==> config.mk <==
export PLATFORM = sky130hd
export DESIGN_NAME = alu_issue_flat
export DESIGN_NICKNAME = d
export VERILOG_FILES = /design/src/rtl/alu_issue_if.sv /design/src/rtl/alu_issue.sv /design/src/flat_wrapper.sv
export SDC_FILE = /design/constraint.sdc
export NUM_CORES = 1
export LEC_CHECK = 0
export ABC_AREA = 1
export CAP_MARGIN = 10
export CORE_MARGIN = 5
export CORE_UTILIZATION = 43
export DETAILED_ROUTE_END_ITERATION = 12
export PLACE_DENSITY = 0.81
export SYNTH_ARGS = -nofsm -noshare
export SYNTH_HDL_FRONTEND = slang
export SYNTH_SLANG_ARGS = --single-unit
==> constraint.sdc <==
create_clock -name clk -period 1.8 [get_ports clk]
set_clock_uncertainty 0.05 [all_clocks]
set_input_delay 0.18 -clock clk [delete_from_list [all_inputs] [get_ports clk]]
set_output_delay 0.18 -clock clk [all_outputs]
set_load 0.1 [all_outputs]
==> src/rtl/alu_issue_if.sv <==
// alu_issue_if: upstream register-read bundle and downstream operand bundle of the ALU issue stage
interface alu_issue_if #(parameter int DATA_WIDTH = 32);
  logic                  in_valid;
  logic                  in_ready;
  logic [31:0]           in_instr;
  logic [DATA_WIDTH-1:0] in_rs1;
  logic [DATA_WIDTH-1:0] in_rs2;
  logic                  out_valid;
  logic                  out_ready;
  logic [DATA_WIDTH-1:0] out_lhs;
  logic [DATA_WIDTH-1:0] out_rhs;
  logic [2:0]            out_operation;
  logic [6:0]            out_metadata;
  logic [4:0]            out_rd;
  logic                  illegal;
  logic [15:0]           illegal_count;
  modport master (
    output in_valid, in_instr, in_rs1, in_rs2, out_ready,
    input  in_ready, out_valid, out_lhs, out_rhs, out_operation, out_metadata, out_rd,
           illegal, illegal_count
  );
  modport slave (
    input  in_valid, in_instr, in_rs1, in_rs2, out_ready,
    output in_ready, out_valid, out_lhs, out_rhs, out_operation, out_metadata, out_rd,
           illegal, illegal_count
  );
endinterface

==> src/rtl/alu_issue.sv <==
// alu_issue: registered RV32I OP/OP-IMM issue stage; define ALU_ISSUE_SKID_EN for a two-entry skid buffer
module alu_issue #(
  parameter int DATA_WIDTH = 32
) (
  input logic        clk,
  input logic        rst,
  alu_issue_if.slave bus
);
  typedef struct packed {
    logic [DATA_WIDTH-1:0] lhs;
    logic [DATA_WIDTH-1:0] rhs;
    logic [2:0]            op;
    logic [6:0]            meta;
    logic [4:0]            rd;
  } bundle_t;
  logic [6:0]            opc, f7, meta;
  logic [2:0]            f3;
  logic                  is_op, is_imm, shift, legal, acc, ok;
  logic [DATA_WIDTH-1:0] rhs_raw;
  bundle_t               nb, m;
  logic                  m_valid;
  assign opc     = bus.in_instr[6:0];
  assign f3      = bus.in_instr[14:12];
  assign f7      = bus.in_instr[31:25];
  assign is_op   = opc == 7'b0110011;
  assign is_imm  = opc == 7'b0010011;
  assign shift   = f3 == 3'd1 || f3 == 3'd5;
  // immediate forms only carry funct7 for shifts, so ADDI with imm[10] never decodes as SUB
  assign meta    = (is_op || shift) ? f7 : 7'd0;
  assign rhs_raw = is_op ? bus.in_rs2 : {{(DATA_WIDTH-12){bus.in_instr[31]}}, bus.in_instr[31:20]};
  assign legal   = (is_op || is_imm) && (meta == 7'd0 || (meta == 7'h20 && (f3 == 3'd0 || f3 == 3'd5)));
  assign acc     = bus.in_valid && bus.in_ready;
  assign ok      = acc && legal;
  assign nb      = '{lhs: bus.in_rs1,
                     rhs: shift ? {{(DATA_WIDTH-5){1'b0}}, rhs_raw[4:0]} : rhs_raw,
                     op: f3, meta: meta, rd: bus.in_instr[11:7]};
  assign bus.out_valid     = m_valid;
  assign bus.out_lhs       = m.lhs;
  assign bus.out_rhs       = m.rhs;
  assign bus.out_operation = m.op;
  assign bus.out_metadata  = m.meta;
  assign bus.out_rd        = m.rd;
  // illegal bundles are consumed: one-cycle pulse and a saturating count
  always_ff @(posedge clk or negedge rst) begin
    if (!rst) begin
      bus.illegal       <= 1'b0;
      bus.illegal_count <= 16'd0;
    end else begin
      bus.illegal <= acc && !legal;
      if (acc && !legal && bus.illegal_count != 16'hFFFF) bus.illegal_count <= bus.illegal_count + 16'd1;
    end
  end
`ifdef ALU_ISSUE_SKID_EN
  bundle_t s;
  logic    s_valid, rdy;
  assign bus.in_ready = rdy;
  // main/skid pair: skid fills only while main is stalled and drains into main first, keeping order
  always_ff @(posedge clk or negedge rst) begin
    if (!rst) begin
      m       <= '0;
      m_valid <= 1'b0;
      s       <= '0;
      s_valid <= 1'b0;
      rdy     <= 1'b1;
    end else if (!m_valid || bus.out_ready) begin
      m_valid <= s_valid || ok;
      m       <= s_valid ? s : ok ? nb : m;
      s_valid <= 1'b0;
      rdy     <= 1'b1;
    end else if (ok) begin
      s       <= nb;
      s_valid <= 1'b1;
      rdy     <= 1'b0;
    end
  end
`else
  assign bus.in_ready = !m_valid || bus.out_ready;
  // single output register: reloads whenever it is empty or being drained this cycle
  always_ff @(posedge clk or negedge rst) begin
    if (!rst) begin
      m       <= '0;
      m_valid <= 1'b0;
    end else if (bus.in_ready) begin
      m_valid <= ok;
      if (ok) m <= nb;
    end
  end
`endif
endmodule

==> src/flat_wrapper.sv <==
// flat-port wrapper written by rule: the top's interface ports become plain ports
module alu_issue_flat 
#(
  parameter int DATA_WIDTH = 32
)
  (clk, rst, bus_in_valid, bus_in_instr, bus_in_rs1, bus_in_rs2, bus_out_ready, bus_in_ready, bus_out_valid, bus_out_lhs, bus_out_rhs, bus_out_operation, bus_out_metadata, bus_out_rd, bus_illegal, bus_illegal_count);
  alu_issue_if #(.DATA_WIDTH(DATA_WIDTH)) bus_i ();
  input logic clk;
  input logic rst;
  input wire logic [$bits(bus_i.in_valid)-1:0] bus_in_valid;
  input wire logic [$bits(bus_i.in_instr)-1:0] bus_in_instr;
  input wire logic [$bits(bus_i.in_rs1)-1:0] bus_in_rs1;
  input wire logic [$bits(bus_i.in_rs2)-1:0] bus_in_rs2;
  input wire logic [$bits(bus_i.out_ready)-1:0] bus_out_ready;
  output wire logic [$bits(bus_i.in_ready)-1:0] bus_in_ready;
  output wire logic [$bits(bus_i.out_valid)-1:0] bus_out_valid;
  output wire logic [$bits(bus_i.out_lhs)-1:0] bus_out_lhs;
  output wire logic [$bits(bus_i.out_rhs)-1:0] bus_out_rhs;
  output wire logic [$bits(bus_i.out_operation)-1:0] bus_out_operation;
  output wire logic [$bits(bus_i.out_metadata)-1:0] bus_out_metadata;
  output wire logic [$bits(bus_i.out_rd)-1:0] bus_out_rd;
  output wire logic [$bits(bus_i.illegal)-1:0] bus_illegal;
  output wire logic [$bits(bus_i.illegal_count)-1:0] bus_illegal_count;
  assign bus_i.in_valid = bus_in_valid;
  assign bus_i.in_instr = bus_in_instr;
  assign bus_i.in_rs1 = bus_in_rs1;
  assign bus_i.in_rs2 = bus_in_rs2;
  assign bus_i.out_ready = bus_out_ready;
  assign bus_in_ready = bus_i.in_ready;
  assign bus_out_valid = bus_i.out_valid;
  assign bus_out_lhs = bus_i.out_lhs;
  assign bus_out_rhs = bus_i.out_rhs;
  assign bus_out_operation = bus_i.out_operation;
  assign bus_out_metadata = bus_i.out_metadata;
  assign bus_out_rd = bus_i.out_rd;
  assign bus_illegal = bus_i.illegal;
  assign bus_illegal_count = bus_i.illegal_count;
  alu_issue #(.DATA_WIDTH(DATA_WIDTH)) u_core (.clk(clk), .rst(rst), .bus(bus_i));
endmodule
# Word-level counts from Yosys, hierarchy flattened
# Index checks and enable logic that the tools add are counted.
[totals] register_bits=97 inputBits=100 out_inout_bits=98 word_cells=35
[classes] addsub=1 eq_ne=6 n_mux=3 reduce_logical=17
[op_table] cell="two-way mux 32 bit" n=2
[op_table] cell="adder 16 x 1 -> 16 bit (second input constant)" n=1
[op_table] cell="!= test 16 bit (second input constant)" n=1
[op_table] cell="== test 7 x 6 -> 1 bit (second input constant)" n=2
[op_table] cell="== test 7 x 5 -> 1 bit (second input constant)" n=1
[op_table] cell="zero test 7 bit" n=1
[op_table] cell="two-way mux 7 bit" n=1
[op_table] cell="logical AND 1 bit" n=6
[op_table] cell="logical OR 1 bit" n=6
[op_table] cell="== test 3 x 1 -> 1 bit (second input constant)" n=1
[op_table] cell="== test 3 bit (second input constant)" n=1
[op_table] cell="zero test 3 bit" n=1
[op_table] cell="zero test 1 bit" n=2
[op_table] cell="AND reduction 2 bit" n=1

# Logic depth before layout (Yosys ltp)
[logic_depth] ltp_word=11 mapped_depth=11 depth_no_buf=10

# Worst setup path before layout
# OpenSTA, ideal clock, no wires.
[synth_path] path_kind="register to register" start="register u_core.m_valid, in the netlist u_core.bus.out_valid" end="register u_core.m, in the netlist u_core.bus.out_rhs[10]" arrival_ns=2.644 t_required_ns=1.615 setup_slack_ns=-1.028 path_stages_with_launch=7 n_path_buf=1 cell_sequence="dfrtp_1 -> nand2_1 -> nand2_1 -> inv_2 -> nand3_2 -> clkbuf_1 -> o21ai_0"
[synth_between] elab_chain_cells=5
[synth_rtl] item="start: declaration" line_no="alu_issue.sv:21" source="logic m_valid;"
[synth_rtl] item="start signal: assignment" line_no="alu_issue.sv:84" source="m_valid <= ok;"
[synth_rtl] item="zero test 1 bit (*)" line_no="alu_issue.sv:77" source="assign bus.in_ready = !m_valid || bus.out_ready;"
[synth_rtl] item="logical OR 1 bit (*)" line_no="alu_issue.sv:77"
[synth_rtl] item="named net bus_in_ready" line_no="flat_wrapper.sv:15" source="output wire logic [$bits(bus_i.in_ready)-1:0] bus_in_ready;"
[synth_rtl] item="logical AND 1 bit" line_no="alu_issue.sv:32" source="assign acc = bus.in_valid && bus.in_ready;"
[synth_rtl] item="logical AND 1 bit" line_no="alu_issue.sv:33" source="assign ok = acc && legal;"
[synth_rtl] item="AND reduction 2 bit (no source line) (*)"
[synth_rtl] item="end signal: assignment" line_no="alu_issue.sv:85" source="if (ok) m <= nb;"
[synth_rtl] item="end: declaration" line_no="alu_issue.sv:20" source="bundle_t nb, m;"
# The timed path passes the listed nets; every way through them passes the cells marked *.
# A chain may end at the register's enable or synchronous reset.

# Final worst setup path
[layout_path] start="register u_core.bus.illegal_count[0] (netlist name)" end="register u_core.bus.illegal_count[3] (netlist name)"
[layout_between] elab_chain_cells=2
[layout_rtl] item="start: declaration" line_no="alu_issue_if.sv:25" source="illegal, illegal_count"
[layout_rtl] item="start signal: assignment" line_no="alu_issue.sv:50" source="if (acc && !legal && bus.illegal_count != 16'hFFFF) bus.illegal_count <= bus.illegal_count + 16'd1;"
[layout_rtl] item="parallel branches: the longest is 2 deep, another holds adder 16 x 1 -> 16 bit"
# Parallel ways; which one is timed is not known.

==> results.md <==
* Post-synth EDFFs at 0
* Starting Density at 43.6%
* Final hold violations at 0
* Wire length of the first global-routing pass at 21.7 mm
* I/O Pins at 198
* CTS Sinks at 97
* Leak at 0.00364 uW
* Fill count at 907
* ANT nets after route at 0
* Largest net degree at the start of global routing at 98
* Max-Cap Viols at 0
* Die area at 0.0131 mm^2
* Setup CP Type: flip-flop to flip-flop
* Synthesized area at 0.00468 mm^2
* Dpl cell area at 0.00682 mm^2
* Clk buf depth at 2
* DR pass1 iterations at 8
* GR Overflow Total at 0
* Max Slew Vio Count at 0
* Ys flop type: dfrtp_1
* Num CTS Buffers at 9
* Max Used Layer: met4
* Startpoint Class: flip-flop
* Number of diodes at 0
* CP Data Required Time at 2040 ps
* Unrepaired setup endpoints after global routing: no
* Metal2 WL at 6.73 mm
* Min-Delay Path Class: primary input to flip-flop
* Fmax at 594 MHz
* Detailed-route via count at 4597
* Antenna violations before repair at 0
* Metal3 WL at 993 um
* Final WS setup at 115 ps
* H-Tree Depth at 3
* Detailed Route WL at 13.4 mm
* Fin crit period at 1680 ps
* Storage element area at 0.00246 mm^2
* Row count at 38
* GRT Util Overall at 20.7%
* IO buf count at 192
* Status: complete, no violations
* WL/cell at 14.3 um
* Setup Buffers After CTS at 0
* Critical Path Source: u_core.bus.illegal_count[0]$_DFFE_PN0P_
* Vias in the first global route at 4623
* Layout cell share with drive strength beyond 1 at 22.9%
* Power Dens Cells at 862 mW/mm^2
* Max FO, Critical Path at 17
* Worst Tran Pin Value at 504 ps
* Place WS at -182 ps
* Chip width at 114 um
* Area grow syn2layout at 50.5%
* FF-to-FF setup slack at 120 ps
* Hold EP: u_core.bus.out_lhs[10]$_DFFE_PN0P_
* Synth area leader: dfrtp_1
* Syn_nets at 693
* M1 wire length at 5.38 mm
* Synth async-reset ratio at 100%
* Post-synth cell types at 30
* CORE AREA at 0.0107 mm^2
* Syn Area/Cell at 7.91 um^2
* RR Endpoint: u_core.bus.illegal_count[3]$_DFFE_PN0P_
* Post-synthesis sequential area ratio at 51.8%
* Critical path data arrival time at 1930 ps
* Reg2reg start: u_core.bus.illegal_count[0]$_DFFE_PN0P_
* Die Y at 114 um
* Synth cell count leaders: 308 x nand2_1, 97 x dfrtp_1, 38 x nand3_1, 26 x o21ai_1, 22 x inv_1
* Finish-stage setup viols at 0
* Iter 0 DRT Violations at 244
* Most numerous cell in the Yosys netlist: nand2_1
* VDD IR-drop max at 830 uV
* Hold path start: bus_in_rs1[10]
* Design area at 0.00705 mm^2
* Worst Hold Depth at 3
* Post-Route Utilization at 65.6%
* Residual DRC count at 0
* CTS clock-pin slew for the worst setup and hold paths at 90 ps
* Skew-Pair Late Insertion Delay at 350 ps
* Cells after Synth at 592
* Final GP Congestion at 0.955
* Synthesized flop and latch total at 97
* Top cell type's share of synthesized area at 51.8%
* YS warnings at 0
* Final net count at 894
* DP HPWL at 10.2 mm
* Multi-input gate area at 0.00203 mm^2
* Clock Tree Root: clkbuf_8
* Critical Path Sink Type: flip-flop
* Max-slew headroom at 66.4%
* Tcrit/Tclk final at 93.6%
* Worst reg2reg path depth at 9
* Synth area leaders: dfrtp_1 52%, nand2_1 25%, nand3_1 4.1%, o21ai_1 2.8%, nand4_1 2.7%
* Via density at 4.90
* CTS tree: yes
[repair_timing]
item	4_1_cts	5_1_grt
gates resized for setup	0	3
setup endpoints to repair	0	10
endpoints found under the hold margin	97	0
hold buffers	1	0
[cells in the final DEF, fill, tap and decap left out, drive strengths merged]
master and count:
dlygate4sd3 1, ha 1, xnor2 3, clkinvlp 3
nor4 1, xor2 3, nand4 20, bufinv 1
a21oi 1, o21ai 33, nand2 311, buf 127
clkdlybuf4s50 93, nor3 3, nand3b 2, inv 24
nand3 42, clkbuf 9, clkinv 3, or2 2
dfrtp 97, nor2 18
[layer usage]
metal	track usage [%]	vias up
li1	-	2267
met2	34.5	196
met5	0	-
met1	26.1	2110
met3	4.23	24
met4	8.87	0
[how the worst max path moves through the flow]
stage | end | slack (ps)
floorplan | u_core.bus.illegal_count[7]$_DFFE_PN0P_ | -40
global placement | u_core.bus.out_operation[1]$_DFFE_PN0P_ | -160
detailed placement | u_core.bus.out_rhs[24]$_DFFE_PN0P_ | -180
CTS | u_core.bus.illegal_count[11]$_DFFE_PN0P_ | 100
global route | u_core.bus.illegal_count[15]$_DFFE_PN0P_ | 10
finish | u_core.bus.illegal_count[3]$_DFFE_PN0P_ | 120
[per-stage QoR]
step | hold WS [ps] | TNS (ps) | total power (uW) | std cells
6_report | 296 | 0 | 6080 | 938
5_1_grt | 283 | 0 | 6350 | 938
4_1_cts | 274 | 0 | 6130 | 937
3_5_place_dp | 234 | -11380 | 4740 | 920
3_3_place_gp | 218 | -9140 | 4700 | 920
2_1_floorplan | -166 | -1130 | 3960 | 592
[cell type report]
cell class	count	area share (%)
sequential	97	34.8
timing repair buffer	221	29.9
multi-input combinational	440	28.8
tap	140	2.48
clock buffer	9	1.76
inverter	24	1.28
clock inverter	7	1.01
[logic make-up after synthesis]
logic type | count (synthesis) | synth area share [%]
flops | 97 | 51.8
xor+xnor | 6 | 1.12
simple gates | 398 | 36.2
fa+ha+maj | 1 | 0.267
buf+inv | 56 | 6.62
compound gates | 34 | 3.95
[registers in the layout, summed over array words and instances (netlist names)]
name,flops
u_core.bus.out_rd,5
u_core.bus.illegal_count,16
u_core.bus.illegal,1
u_core.bus.out_metadata,7
u_core.bus.out_operation,3
u_core.bus.out_lhs,32
u_core.bus.out_valid,1
u_core.bus.out_rhs,32
[critical path, cell delays in order (launching register included)]
cell     delay [ps]
dfrtp_4         480
ha_4            160
nand3_4         100
nor2_4          180
nand2_4          80
nor2_4          140
nand2_8         130
nand3_4         180
nand2_1          60
nand2_1          60
[power breakdown]
group / switching, uW / internal, uW
Sequential: 183 / 2350
Clock: 757 / 640
Combinational: 1510 / 645
(Power assumes the default switching activity.)
==> edit 1, RTL diff (config.mk and constraints unchanged) <==
`DATA_WIDTH` is set to 32 in 3 places; all go to 64.
--- a/src/rtl/alu_issue_if.sv
+++ b/src/rtl/alu_issue_if.sv
@@ -1,5 +1,5 @@
 // alu_issue_if: upstream register-read bundle and downstream operand bundle of the ALU issue stage
-interface alu_issue_if #(parameter int DATA_WIDTH = 32);
+interface alu_issue_if #(parameter int DATA_WIDTH = 64);
   logic                  in_valid;
   logic                  in_ready;
   logic [31:0]           in_instr;
--- a/src/rtl/alu_issue.sv
+++ b/src/rtl/alu_issue.sv
@@ -1,6 +1,6 @@
 // alu_issue: registered RV32I OP/OP-IMM issue stage; define ALU_ISSUE_SKID_EN for a two-entry skid buffer
 module alu_issue #(
-  parameter int DATA_WIDTH = 32
+  parameter int DATA_WIDTH = 64
 ) (
   input logic        clk,
   input logic        rst,
--- a/src/flat_wrapper.sv
+++ b/src/flat_wrapper.sv
@@ -1,7 +1,7 @@
 // flat-port wrapper written by rule: the top's interface ports become plain ports
 module alu_issue_flat 
 #(
-  parameter int DATA_WIDTH = 32
+  parameter int DATA_WIDTH = 64
 )
   (clk, rst, bus_in_valid, bus_in_instr, bus_in_rs1, bus_in_rs2, bus_out_ready, bus_in_ready, bus_out_valid, bus_out_lhs, bus_out_rhs, bus_out_operation, bus_out_metadata, bus_out_rd, bus_illegal, bus_illegal_count);
   alu_issue_if #(.DATA_WIDTH(DATA_WIDTH)) bus_i ();
Ports: changed (resized bus_in_rs1, bus_in_rs2, bus_out_lhs and bus_out_rhs); port bits go from 198 to 326. The function was not compared with the original's and may differ.
==> edit 1 against the unedited design <==
  * Synthesized area up 59%
  * Critical endpoint is now u_core.bus.illegal_count[12]
  * Total power grew 83%
  * Sequential cell count grew 64
  * Worst hold slack got worse by 0.057 ns
  * Critical path type unchanged
  * Sequential share of layout area grew 0.15 points
  * Wire length increased by 79%
  * Setup slack better by 0.055 ns
  * Largest power group unchanged
  * Final area rose by 64%
==> edit 1: results (changes against the unedited design) <==
* Status: finished clean (unchanged)
* Xor/xnor cell area share of the yosys netlist at 0.00821 (was 0.0112)
* Layout cells sized above 1 at 0.208 (was 0.229)
* Pin count of the biggest net entering global routing at 70 (was 98)
* Port Buffers at 320 (was 192)
* Synth Area in Compound Gates at 0.0409 (was 0.0395)
* Psw at 4.23 mW (was 2.45 mW)
* 1st-pass router iterations at 5 (was 8)
* Drt total wl at 23900 um (was 13400 um)
* Place WS at -0.225 ns (was -0.182 ns)
* Vias in the first global route at 7245 (was 4623)
* Register-to-Register Path Depth at 9 (unchanged)
* Postcts setup bufs at 0 (unchanged)
* Synth Area in Adders at 0.00168 (was 0.00267)
* Syn avg cell area at 7.69 um2 (was 7.91 um2)
* Mux share of post-synthesis cell area at 0 (unchanged)
* Clk slew on worst S/H paths at 0.07 ns (was 0.09 ns)
* Static Leakage at 6.09 nW (was 3.64 nW)
* CP Max Fanout at 4 (was 17)
* Initial DRC count at 421 (was 244)
* Clock latency on the worst-skew pair at 0.42 ns (was 0.35 ns)
* Ranking of synthesized cells by area: dfrtp_1, nand2_1, nand3_1 (unchanged)
* Slew HR at 0.574 (was 0.664)
* DR vias at 7562 (was 4597)
* Peak supply drop at 1000 uV (was 830 uV)
* Post-synth cell types at 23 (was 30)
* Global-route wire length before repair at 37100 um (was 21700 um)
* Ant diodes at 0 (unchanged)
* GRT Total Usage at 0.230 (was 0.207)
* Top cells by count, synth: nand2_1, dfrtp_1, nand3_1 (unchanged)
* Root buffer cell: clkbuf_16 (was clkbuf_8)
* Syn Nets at 1136 (was 693)
* Sw Share at 0.380 (was 0.403)
* Inst Count DP at 1496 (was 920)
* Seq pwr at 4.10 mW (was 2.53 mW)
* Worst Hold Class: in2async (was in2reg)
* Max clock buf depth at 2 (unchanged)
* Initial antenna violation count at 1 (was 0)
* Critical path data arrival time at 1.89 ns (was 1.93 ns)
* Async S/R FF share, synth at 1.00 (unchanged)
* CTS Buf Count at 17 (was 9)
* HPWL Detailed at 17800 um (was 10200 um)
* Routed length per instance at 15.6 um (was 14.3 um)
* CTS H-tree depth at 4 (was 3)
* Seq/Total Area, Yosys at 0.539 (was 0.518)
* Yosys warning count at 0 (unchanged)
* Clock net power at 3.56 mW (was 1.40 mW)
* Placed Area at 11000 um2 (was 6820 um2)
* Final GP Congestion at 0.850 (was 0.955)
-- edit 1: layer usage --
layer,wire length [um],part of all wire,track usage,up-vias
li1,-,-,-,3690
met1,9620,0.40,0.287,3528
met2,11600,0.48,0.375,281
met3,1880,0.079,0.0667,61
met4,828,0.035,0.0975,2
met5,11,0.00046,0,-
-- edit 1: path summary, 6_finish.rpt --
kind	start	endpoint	slack, ns
worst max-delay path	u_core.bus.illegal_count[1]	u_core.bus.illegal_count[12]	0.17
worst min register to register	u_core.bus.out_metadata[2]	u_core.bus.out_metadata[2]	0.43
max in group asynchronous	rst	u_core.bus.out_lhs[23]	0.86
worst min-delay path	rst	u_core.bus.out_rhs[59]	0.24
worst max register to register	u_core.bus.illegal_count[1]	u_core.bus.illegal_count[12]	0.17
min in group clk	bus_in_rs1[41]	u_core.bus.out_lhs[41]	0.24
-- edit 1: final cells by class --
class                           count  area [um2]
Clock buffer                       20         457
Inverter                           51         193
Timing Repair Buffer              362        3450
Sequential cell                   161        4060
Tap cell                          225         282
Clock inverter                     12         121
Multi-Input combinational cell    699        3040
Fill cell                        1396        5580
-- edit 1: cell families after synthesis --
logic type / count (synthesis)
buf+inv: 112
fa+ha+maj: 1
compound gates: 61
flops: 161
xor+xnor: 7
simple gates: 629
-- edit 1: timing repair --
action                     4_1_cts  5_1_grt
setup endpoints to repair        0       15
hold endpoints to repair        43        0
hold buffers                     1        0
resized for setup                0        3
-- edit 1: critical path, cell delays in order, from the launching register on --
cell,delay [ns]
dfrtp_4,0.46
ha_4,0.15
inv_1,0.04
nor2_2,0.12
buf_4,0.13
nand2_1,0.09
nor3_1,0.25
nand3_1,0.11
nand2_1,0.07
nand2_1,0.05
==> edit 2, RTL diff (same flow settings) <==
Made on the original files. The option `ALU_ISSUE_SKID_EN` is turned on by a define.
--- a/src/rtl/alu_issue.sv
+++ b/src/rtl/alu_issue.sv
@@ -1,4 +1,6 @@
 // alu_issue: registered RV32I OP/OP-IMM issue stage; define ALU_ISSUE_SKID_EN for a two-entry skid buffer
+`define ALU_ISSUE_SKID_EN
+
 module alu_issue #(
   parameter int DATA_WIDTH = 32
 ) (
Formal check against the unedited RTL: not equivalent (a bounded check fails within 4 cycles, from zero or initial values and one cycle with rst low).
==> edit 2 against the unedited design <==
  * The flow now finishes with violations (setup timing)
  * First-iteration DRC count increased to 2.8 times the old value
  * Global-route usage grew 0.42 points
  * Critical path depth is 3 higher
  * Sequential power is 85% higher
  * Synthesized area up 85%
  * Final area is 76% higher
  * Setup slack got worse by 0.12 ns
  * Total power is 110% higher
  * Sequential cell count is 81 higher
  * Via count up 85%
  * Wire length is 100% higher
  * Highest routed layer unchanged
==> edit 2: results (changes against the unedited design) <==
* Flop-to-flop setup slack at 0.05 ns (was 0.12 ns)
* Final setup viols at 1 (was 0)
* Vias in the first global route at 7965 (was 4623)
* Final GP Congestion at 0.947 (was 0.955)
* Hold Path Sink: u_core.s[12] (was u_core.bus.out_lhs[10])
* Delay-heaviest family, CP: buffers and inverters (was simple AND/OR/NAND/NOR gates)
* Peak supply drop at 680 uV (was 830 uV)
* Worst setup margin at -0.00291 ns (was 0.115 ns)
* Static Leakage at 6.17 nW (was 3.64 nW)
* Placed Area at 11300 um2 (was 6820 um2)
* CTS Buf Count at 17 (was 9)
* Ranking of synthesized cells by area: dfrtp_1, nand2_1, nand3_1 (unchanged)
* Top cells by count, synth: nand2_1, dfrtp_1, nand3_1 (unchanged)
* Mean number of vias per cell at 5.25 (was 4.90)
* Synth Area in Compound Gates at 0.0773 (was 0.0395)
* Worst setup path startpoint: bus_in_instr[13] (was u_core.bus.illegal_count[0])
* Failing checks: setup timing
* Fillers at 1661 (was 907)
* 1st-pass router iterations at 5 (was 8)
* Global-route wire length before repair at 40600 um (was 21700 um)
* Syn Nets at 1233 (was 693)
* Layout cells sized above 1 at 0.199 (was 0.229)
* Status: finished, violations left (was finished clean)
* Synth Area in Adders at 0.00144 (was 0.00267)
* Initial antenna violation count at 1 (was 0)
* Pin count of the biggest net entering global routing at 129 (was 98)
* Met3 Use GR at 0.0461 (was 0.0423)
* CP peak stage delay at 0.51 ns (was 0.48 ns)
* Comb power at 4.27 mW (was 2.16 mW)
* Hold Slack at 0.0655 ns (was 0.296 ns)
* Inst Count DP at 1568 (was 920)
* Psw at 5.10 mW (was 2.45 mW)
* Seq/Total Area, Yosys at 0.514 (was 0.518)
## edit 2: cell types whose count changed after synthesis, sizes merged, moves of 12 or more
cell / before / now
nand2: 311 / 468
buf: 26 / 38
nand3: 41 / 137
a21oi: 1 / 30
dfrtp: 97 / 177
inv: 24 / 66
clkbuf: 6 / 41
o21ai: 33 / 104
## edit 2: cell type report
cell class | instances | area, um2 | area share
inverters | 66 | 248 | 0.0199
flip-flops and latches | 178 | 4510 | 0.362
multi-input cells | 811 | 3810 | 0.306
clock buffers | 18 | 439 | 0.0353
well taps | 270 | 338 | 0.0272
repair buffers | 263 | 2920 | 0.235
clock inverters | 14 | 175 | 0.0141
diodes | 1 | 2.50 | 0.000201
## edit 2: metrics by stage
step                TNS (ns)  total power, mW
floorplan              -3.36             7.59
global placement      -50.71             8.94
detailed placement    -64.57             8.99
CTS                        0             12.9
global route          -0.333             13.3
finish              -0.00291             12.8
